==> src/rtl/hack_pc_if.sv <==
// Bus between the Hack CPU control/ALU side and the program counter.
interface hack_pc_if #(
   parameter int unsigned WIDTH = 15,
   parameter int unsigned CNT_W = 16
);
   logic             en;
   logic             clr;
   logic             is_c;
   logic [2:0]       jump;
   logic             zr;
   logic             ng;
   logic [WIDTH-1:0] target;
   logic [WIDTH-1:0] pc;
   logic             taken;
   logic             halted;
   logic [CNT_W-1:0] jump_count;

   // Control side drives the instruction/flag inputs and observes the PC state.
   modport master (
      output en, clr, is_c, jump, zr, ng, target,
      input  pc, taken, halted, jump_count
   );

   // Program counter side.
   modport slave (
      input  en, clr, is_c, jump, zr, ng, target,
      output pc, taken, halted, jump_count
   );
endinterface

==> src/rtl/hack_pc.sv <==
// Hack-style program counter: increment or conditional jump on ALU flags,
// with taken-jump statistics and a sticky self-loop (halt) flag.
module hack_pc #(
   parameter int unsigned WIDTH = 15,
   parameter int unsigned CNT_W = 16
) (
   input logic       clk,
   input logic       rst_n,
   hack_pc_if.slave  bus
);

   localparam int unsigned PC_W  = WIDTH;
   localparam int unsigned CNT_WD = CNT_W;

   logic              cond;
   logic              count_full;
   logic [PC_W-1:0]   pc_q;
   logic [PC_W-1:0]   pc_d;
   logic              taken_q;
   logic              taken_d;
   logic              halted_q;
   logic              halted_d;
   logic [CNT_WD-1:0] count_q;
   logic [CNT_WD-1:0] count_d;

   // Jump condition: lt/eq/gt bits against the ALU flags, C-instructions only.
   always_comb begin
      cond = bus.is_c & ((bus.jump[2] & bus.ng) |
                         (bus.jump[1] & bus.zr) |
                         (bus.jump[0] & ~bus.zr & ~bus.ng));
   end

   // Next-state selection: clear beats enable, stall holds everything.
   always_comb begin
      pc_d       = pc_q;
      taken_d    = taken_q;
      halted_d   = halted_q;
      count_d    = count_q;
      count_full = (count_q == {CNT_WD{1'b1}});
      if (bus.clr) begin
         pc_d     = '0;
         taken_d  = 1'b0;
         halted_d = 1'b0;
         count_d  = '0;
      end else if (bus.en) begin
         if (cond) begin
            pc_d    = bus.target;
            taken_d = 1'b1;
            if (!count_full) begin
               count_d = count_q + CNT_WD'(1);
            end
            if (bus.target == pc_q) begin
               halted_d = 1'b1;
            end
         end else begin
            pc_d    = pc_q + PC_W'(1);
            taken_d = 1'b0;
         end
      end
   end

   // State registers with asynchronous active-low reset.
   always_ff @(posedge clk or negedge rst_n) begin
      if (!rst_n) begin
         pc_q     <= '0;
         taken_q  <= 1'b0;
         halted_q <= 1'b0;
         count_q  <= '0;
      end else begin
         pc_q     <= pc_d;
         taken_q  <= taken_d;
         halted_q <= halted_d;
         count_q  <= count_d;
      end
   end

   assign bus.pc         = pc_q;
   assign bus.taken      = taken_q;
   assign bus.halted     = halted_q;
   assign bus.jump_count = count_q;

endmodule

==> src/flat_wrapper.sv <==
// flat-port wrapper written by rule: the top's interface ports become plain ports
module hack_pc_flat 
#(
   parameter int unsigned WIDTH = 15,
   parameter int unsigned CNT_W = 16
)
  (clk, rst_n, bus_en, bus_clr, bus_is_c, bus_jump, bus_zr, bus_ng, bus_target, bus_pc, bus_taken, bus_halted, bus_jump_count);
  hack_pc_if #(.WIDTH(WIDTH), .CNT_W(CNT_W)) bus_i ();
  input logic clk;
  input logic rst_n;
  input wire logic [$bits(bus_i.en)-1:0] bus_en;
  input wire logic [$bits(bus_i.clr)-1:0] bus_clr;
  input wire logic [$bits(bus_i.is_c)-1:0] bus_is_c;
  input wire logic [$bits(bus_i.jump)-1:0] bus_jump;
  input wire logic [$bits(bus_i.zr)-1:0] bus_zr;
  input wire logic [$bits(bus_i.ng)-1:0] bus_ng;
  input wire logic [$bits(bus_i.target)-1:0] bus_target;
  output wire logic [$bits(bus_i.pc)-1:0] bus_pc;
  output wire logic [$bits(bus_i.taken)-1:0] bus_taken;
  output wire logic [$bits(bus_i.halted)-1:0] bus_halted;
  output wire logic [$bits(bus_i.jump_count)-1:0] bus_jump_count;
  assign bus_i.en = bus_en;
  assign bus_i.clr = bus_clr;
  assign bus_i.is_c = bus_is_c;
  assign bus_i.jump = bus_jump;
  assign bus_i.zr = bus_zr;
  assign bus_i.ng = bus_ng;
  assign bus_i.target = bus_target;
  assign bus_pc = bus_i.pc;
  assign bus_taken = bus_i.taken;
  assign bus_halted = bus_i.halted;
  assign bus_jump_count = bus_i.jump_count;
  hack_pc #(.WIDTH(WIDTH), .CNT_W(CNT_W)) u_core (.clk(clk), .rst_n(rst_n), .bus(bus_i));
endmodule
==> config.mk <==
export PLATFORM = sky130hd
export DESIGN_NAME = hack_pc_flat
export DESIGN_NICKNAME = d
export VERILOG_FILES = /design/src/rtl/hack_pc_if.sv /design/src/rtl/hack_pc.sv /design/src/flat_wrapper.sv
export SDC_FILE = /design/constraint.sdc
export NUM_CORES = 1
export LEC_CHECK = 0
export ABC_AREA = 1
export ABC_CLOCK_PERIOD_IN_PS = 3100
export BUFFER_PORTS_ARGS = -buffer_cell sky130_fd_sc_hd__buf_2
export CAP_MARGIN = 20
export CORE_UTILIZATION = 40
export CTS_CLUSTER_SIZE = 30
export DETAILED_ROUTE_END_ITERATION = 12
export PLACE_DENSITY = 0.66
export SLEW_MARGIN = 15
export SYNTH_ARGS = -nofsm -noshare
export SYNTH_HDL_FRONTEND = slang
export SYNTH_SLANG_ARGS = --single-unit
==> constraint.sdc <==
create_clock -name clk -period 3.1 [get_ports clk]
set_input_delay 0.62 -clock clk [delete_from_list [all_inputs] [get_ports clk]]
set_output_delay 0.62 -clock clk [all_outputs]
set_load 0.005 [all_outputs]
# Word level (Yosys, flattened, before mapping)
# Cells that the tools add are included.
# word_totals
register_bits,33
latch_bits,0
ramBits,0
romBits,0
out_inout_bits,33
mem_count,0
# classes
add_sub_neg,2
multipliers,0
div,0
order_cmp,0
eq_ne,3
n_shift,0
mux,14
bitwise_logic,9
reduce_logical,5
# ops
cell,n
two-way mux 16 bit,4
two-way mux 15 bit,3
adder 16 x 1 -> 16 bit (second input constant),1
== test 16 bit (second input constant),1
adder 15 x 1 -> 15 bit (second input constant),1
== test 15 bit,1
two-way mux 1 bit,7
AND reduction 3 bit,2
nonzero test 2 bit,3
bitwise AND 1 bit,5
!= test 2 bit (second input constant),1
inverter 1 bit,2
OR 1 bit,2

# Longest topological paths before layout
# depth
depth_word,8
ltp_mapped,12
ltp_nobuf,11

# Worst setup path before layout
# OpenSTA, ideal clock, no wires.
# synth_timing
path_type,in2reg
start,input port bus_clr
end,"register u_core.count_q[11], in the netlist u_core.bus.jump_count[11]"
setup_ns,0.116
t_arrival_ns,1.499
required_ns,2.984
slack_ns,1.485
path_stages,8
path_buffers,2
cell_sequence,buf_2 nor2_4 inv_1 nand2_2 nor2_1 buf_4 nand2_1 nand2_1
# synth_between
elab_chain_cells,2
word_cells_on_any_way,5
cone_classes,eq/ne: 1; mux: 1; reduce/logical: 3
# synth_rtl
item,line,rtl
start: declaration,flat_wrapper.sv:12,input wire logic [$bits(bus_i.clr)-1:0] bus_clr;
!= test 2 bit (no line) or nonzero test 2 bit (tied branches),--,
AND reduction 3 bit (no line),--,
end signal: assignment,hack_pc.sv:73,count_q <= count_d;
end: declaration,hack_pc.sv:23,logic [CNT_WD-1:0] count_q;
# Parallel ways exist; a longest one is shown, timed or not.
# A chain may end at the register's enable or synchronous reset.

# Worst setup path after layout
# layout_timing
start,input port bus_clr
end,"register u_core.count_q[15], in the netlist u_core.bus.jump_count[15]"
# Same word-level chain as after synthesis.

==> impl_metrics.env <==
export IMPL_antenna_found_initial=0
export IMPL_die_height_um=78.7
export IMPL_synth_area_per_cell_um2=6.26
export IMPL_share_of_layout_cells_above_drive_strength_1=0.176
export IMPL_drt_pre_antenna_iters=5
export IMPL_drv_max_cap_violation_count=0
export IMPL_report_final_slew_viol_count=0
export IMPL_timing_final_setup_violations=0
export IMPL_post_route_util=0.508
export IMPL_route_detailed_wl_per_inst_um=12.3
export IMPL_final_nets=464
export IMPL_grt_first_pass_wirelength_mm=10.6
export IMPL_worst_setup_path_end_kind="flip-flop"
export IMPL_worstPathBufferInverterCount=3
export IMPL_cts_tree="yes"
export IMPL_crit_path_max_delay_family="buffers and inverters"
export IMPL_clock_skew_ps=9.01
export IMPL_syn_area_um2=2350
export IMPL_cts_root_to_sink_buffers=2
export IMPL_max_slew_margin=0.483
export IMPL_synth_most_common_cell="sky130_fd_sc_hd__nand2_1"
export IMPL_insertedDiodeCount=0
export IMPL_cts_num_sinks=33
export IMPL_run_status="completed"
export IMPL_largest_net_degree_at_the_start_of_global_routing=34
export IMPL_routabilityCongestion=0.897
export IMPL_post_cts_hold_buffer_count=0
export IMPL_synthTopCellsByCount="154 x sky130_fd_sc_hd__nand2_1, 49 x sky130_fd_sc_hd__nor2_1, 41 x sky130_fd_sc_hd__inv_1"
export IMPL_synth_async_sr_flop_share=1.00
export IMPL_antenna_left=0
export IMPL_cts_buffers=5
export IMPL_kind_of_launch_point_of_the_worst_setup_path="input port"
export IMPL_die_width_um=78.7
export IMPL_grt_setup_unrepaired="false"
export IMPL_critical_path_reg2reg_startpoint="u_core.bus.jump_count[0]"
export IMPL_via_count=2544
export IMPL_setup_worst_path_start="bus_clr"
export IMPL_number_of_enable_flip_flop_cells_after_synthesis=0
export IMPL_worstPathMaxFanout=17
export IMPL_crit_chain="buf_2, nor2_4, inv_1, nand2_2, inv_2, nand2_4, nand2_1, nand2_1"
export IMPL_grt_pass1_vias=2290
export IMPL_cts_clk_slew_worst_paths_ps=80
export IMPL_num_rows=27
export IMPL_post_layout_total_power_mw=1.05
export IMPL_synth_top_cell_area_share=0.351
export IMPL_min_period_ps=1940
export IMPL_detailed_place_hpwl_mm=4.76
export IMPL_ys_ff_latch=33
export IMPL_post_route_drc_count=0
export IMPL_core_um2=5570
export IMPL_power_density_cell_area_nw_per_um2=370
export IMPL_hold_ws_ps=413
export IMPL_postSynthNetCount=403
export IMPL_fin_crit_sh=0.624
export IMPL_ys_warn_count=0
export IMPL_clk_root_buffer_cell="sky130_fd_sc_hd__clkbuf_8"
export IMPL_vdd_ir_drop_worst_v=0.000207
export IMPL_synth_top_cells_by_area="sky130_fd_sc_hd__dfrtp_1 35%, sky130_fd_sc_hd__nand2_1 25%, sky130_fd_sc_hd__nor2_1 7.8%"
export IMPL_top_cell_type_by_total_area_after_synthesis="sky130_fd_sc_hd__dfrtp_1"
export IMPL_worst_stage_delay_on_the_critical_path_ps=370
export IMPL_numPortBuffers=57
export IMPL_cts_resized=0
export IMPL_floorplan_die_area_um2=6200
export IMPL_start_util=0.422
export IMPL_clock_latency_reported_for_the_late_side_of_the_worst_skew_pair_ps=280
export IMPL_post_cts_repair_setup_buffers=0
export IMPL_total_neg_setup_slack_ps=0
export IMPL_detailedRoute_firstIterationViolations=227
export IMPL_cp_data_required_time_ps=3270
export IMPL_area_delta_synth_final_pct=20.1
export IMPL_routed_wirelength_mm=6.29
export IMPL_synth_main_ff_cell="sky130_fd_sc_hd__dfrtp_1"
export IMPL_io_pins=58
export IMPL_crit_slowest_cell="sky130_fd_sc_hd__inv_1"
export IMPL_seq_area_frac_synth=0.351
export IMPL_worst_path_most_repeated_cell="sky130_fd_sc_hd__nand2_1"
export IMPL_fill_cells=606
export IMPL_grt_util_all_layers=0.217
export IMPL_fmax_mhz=517
export IMPL_number_of_instances_in_the_synthesized_netlist=376
export IMPL_tightestPinTransition_ps=776
export IMPL_global_route_overflow_total=0
export IMPL_finalHoldViolCount=0
export IMPL_worstPathArrival_ps=2100
export IMPL_synth_lib_cells_used_distinct=25
export IMPL_path_class="in -> reg"
export IMPL_static_leakage_power_nw=1.53
export IMPL_routed_via_density=4.99
export IMPL_hp_class="in -> async"
export IMPL_clock_tree_htree_level_count=2
==> kinds of logic after synthesis <==
| group | Yosys count | share of synthesized area |
|---|---|---|
| fa+ha+maj | 2 | 0.0106 |
| simple gates | 260 | 0.460 |
| compound gates | 19 | 0.0441 |
| flops | 33 | 0.351 |
| buf+inv | 48 | 0.0824 |
| xor+xnor | 14 | 0.0521 |
==> area by class of cell <==
class	count	area [um2]	area share
multi-input cells	295	1340	0.472
clock inverters	1	30.0	0.0106
flip-flops and latches	33	826	0.292
well taps	72	90.1	0.0318
clock buffers	7	86.3	0.0305
repair buffers	59	300	0.106
inverters	43	161	0.0571
==> through the flow <==
stage	setup slack, ps	area (um2)	std cells
after CTS	1220	2830	510
after floorplan	1490	2350	376
after global routing	1000	2830	510
after detailed placement	933	2710	502
final	1160	2830	510
after global placement	932	2710	502
==> power breakdown <==
part	switching (mW)	internal [mW]	total (mW)
registers	0.0234	0.446	0.469
clock network	0.162	0.262	0.424
logic	0.0986	0.0559	0.155
total	0.284	0.764	1.05
==> path summary, 6_finish.rpt <==
path	endpoint	slack [ps]	cells after the start
worst max-delay path	u_core.bus.jump_count[15]	1160	8
worst min-delay path	u_core.bus.pc[10]	410	1
worst max register to register	u_core.bus.jump_count[12]	1330	9
worst min register to register	u_core.bus.taken	480	2
max in group asynchronous	u_core.bus.pc[3]	2190	1
min in group clk	u_core.bus.taken	480	2
==> cells in the final DEF, fill, tap and decap left out, drive strengths merged, types with 3 or more instances in the layout <==
| cell type | synthesis | final |
|---|---|---|
| nand2 | 157 | 157 |
| buf | 4 | 59 |
| nor2 | 52 | 52 |
| inv | 43 | 43 |
| dfrtp | 33 | 33 |
| nand3 | 32 | 32 |
| xor2 | 12 | 12 |
| o21ai | 10 | 10 |
| nand4 | 8 | 8 |
| clkbuf | 1 | 7 |
| nor3 | 6 | 6 |
| a21oi | 4 | 4 |
| o22ai | 3 | 3 |
| or2 | 3 | 3 |
==> state kept, by name, indices dropped and copies added (netlist names) <==
name	count
u_core.bus.pc	15
u_core.bus.taken	1
u_core.bus.jump_count	16
u_core.bus.halted	1
==> per-layer routing <==
layer / up-vias / wire length [um] / GRT usage / part of all wire
li1: 1298 / - / - / -
met2: 86 / 2710 / 0.322 / 0.43
met4: 0 / 76 / 0.0593 / 0.012
met5: - / 0 / 0 / 0
met3: 6 / 334 / 0.0264 / 0.053
met1: 1154 / 3170 / 0.329 / 0.50
Note: power is estimated with default switching activity, not from simulation.
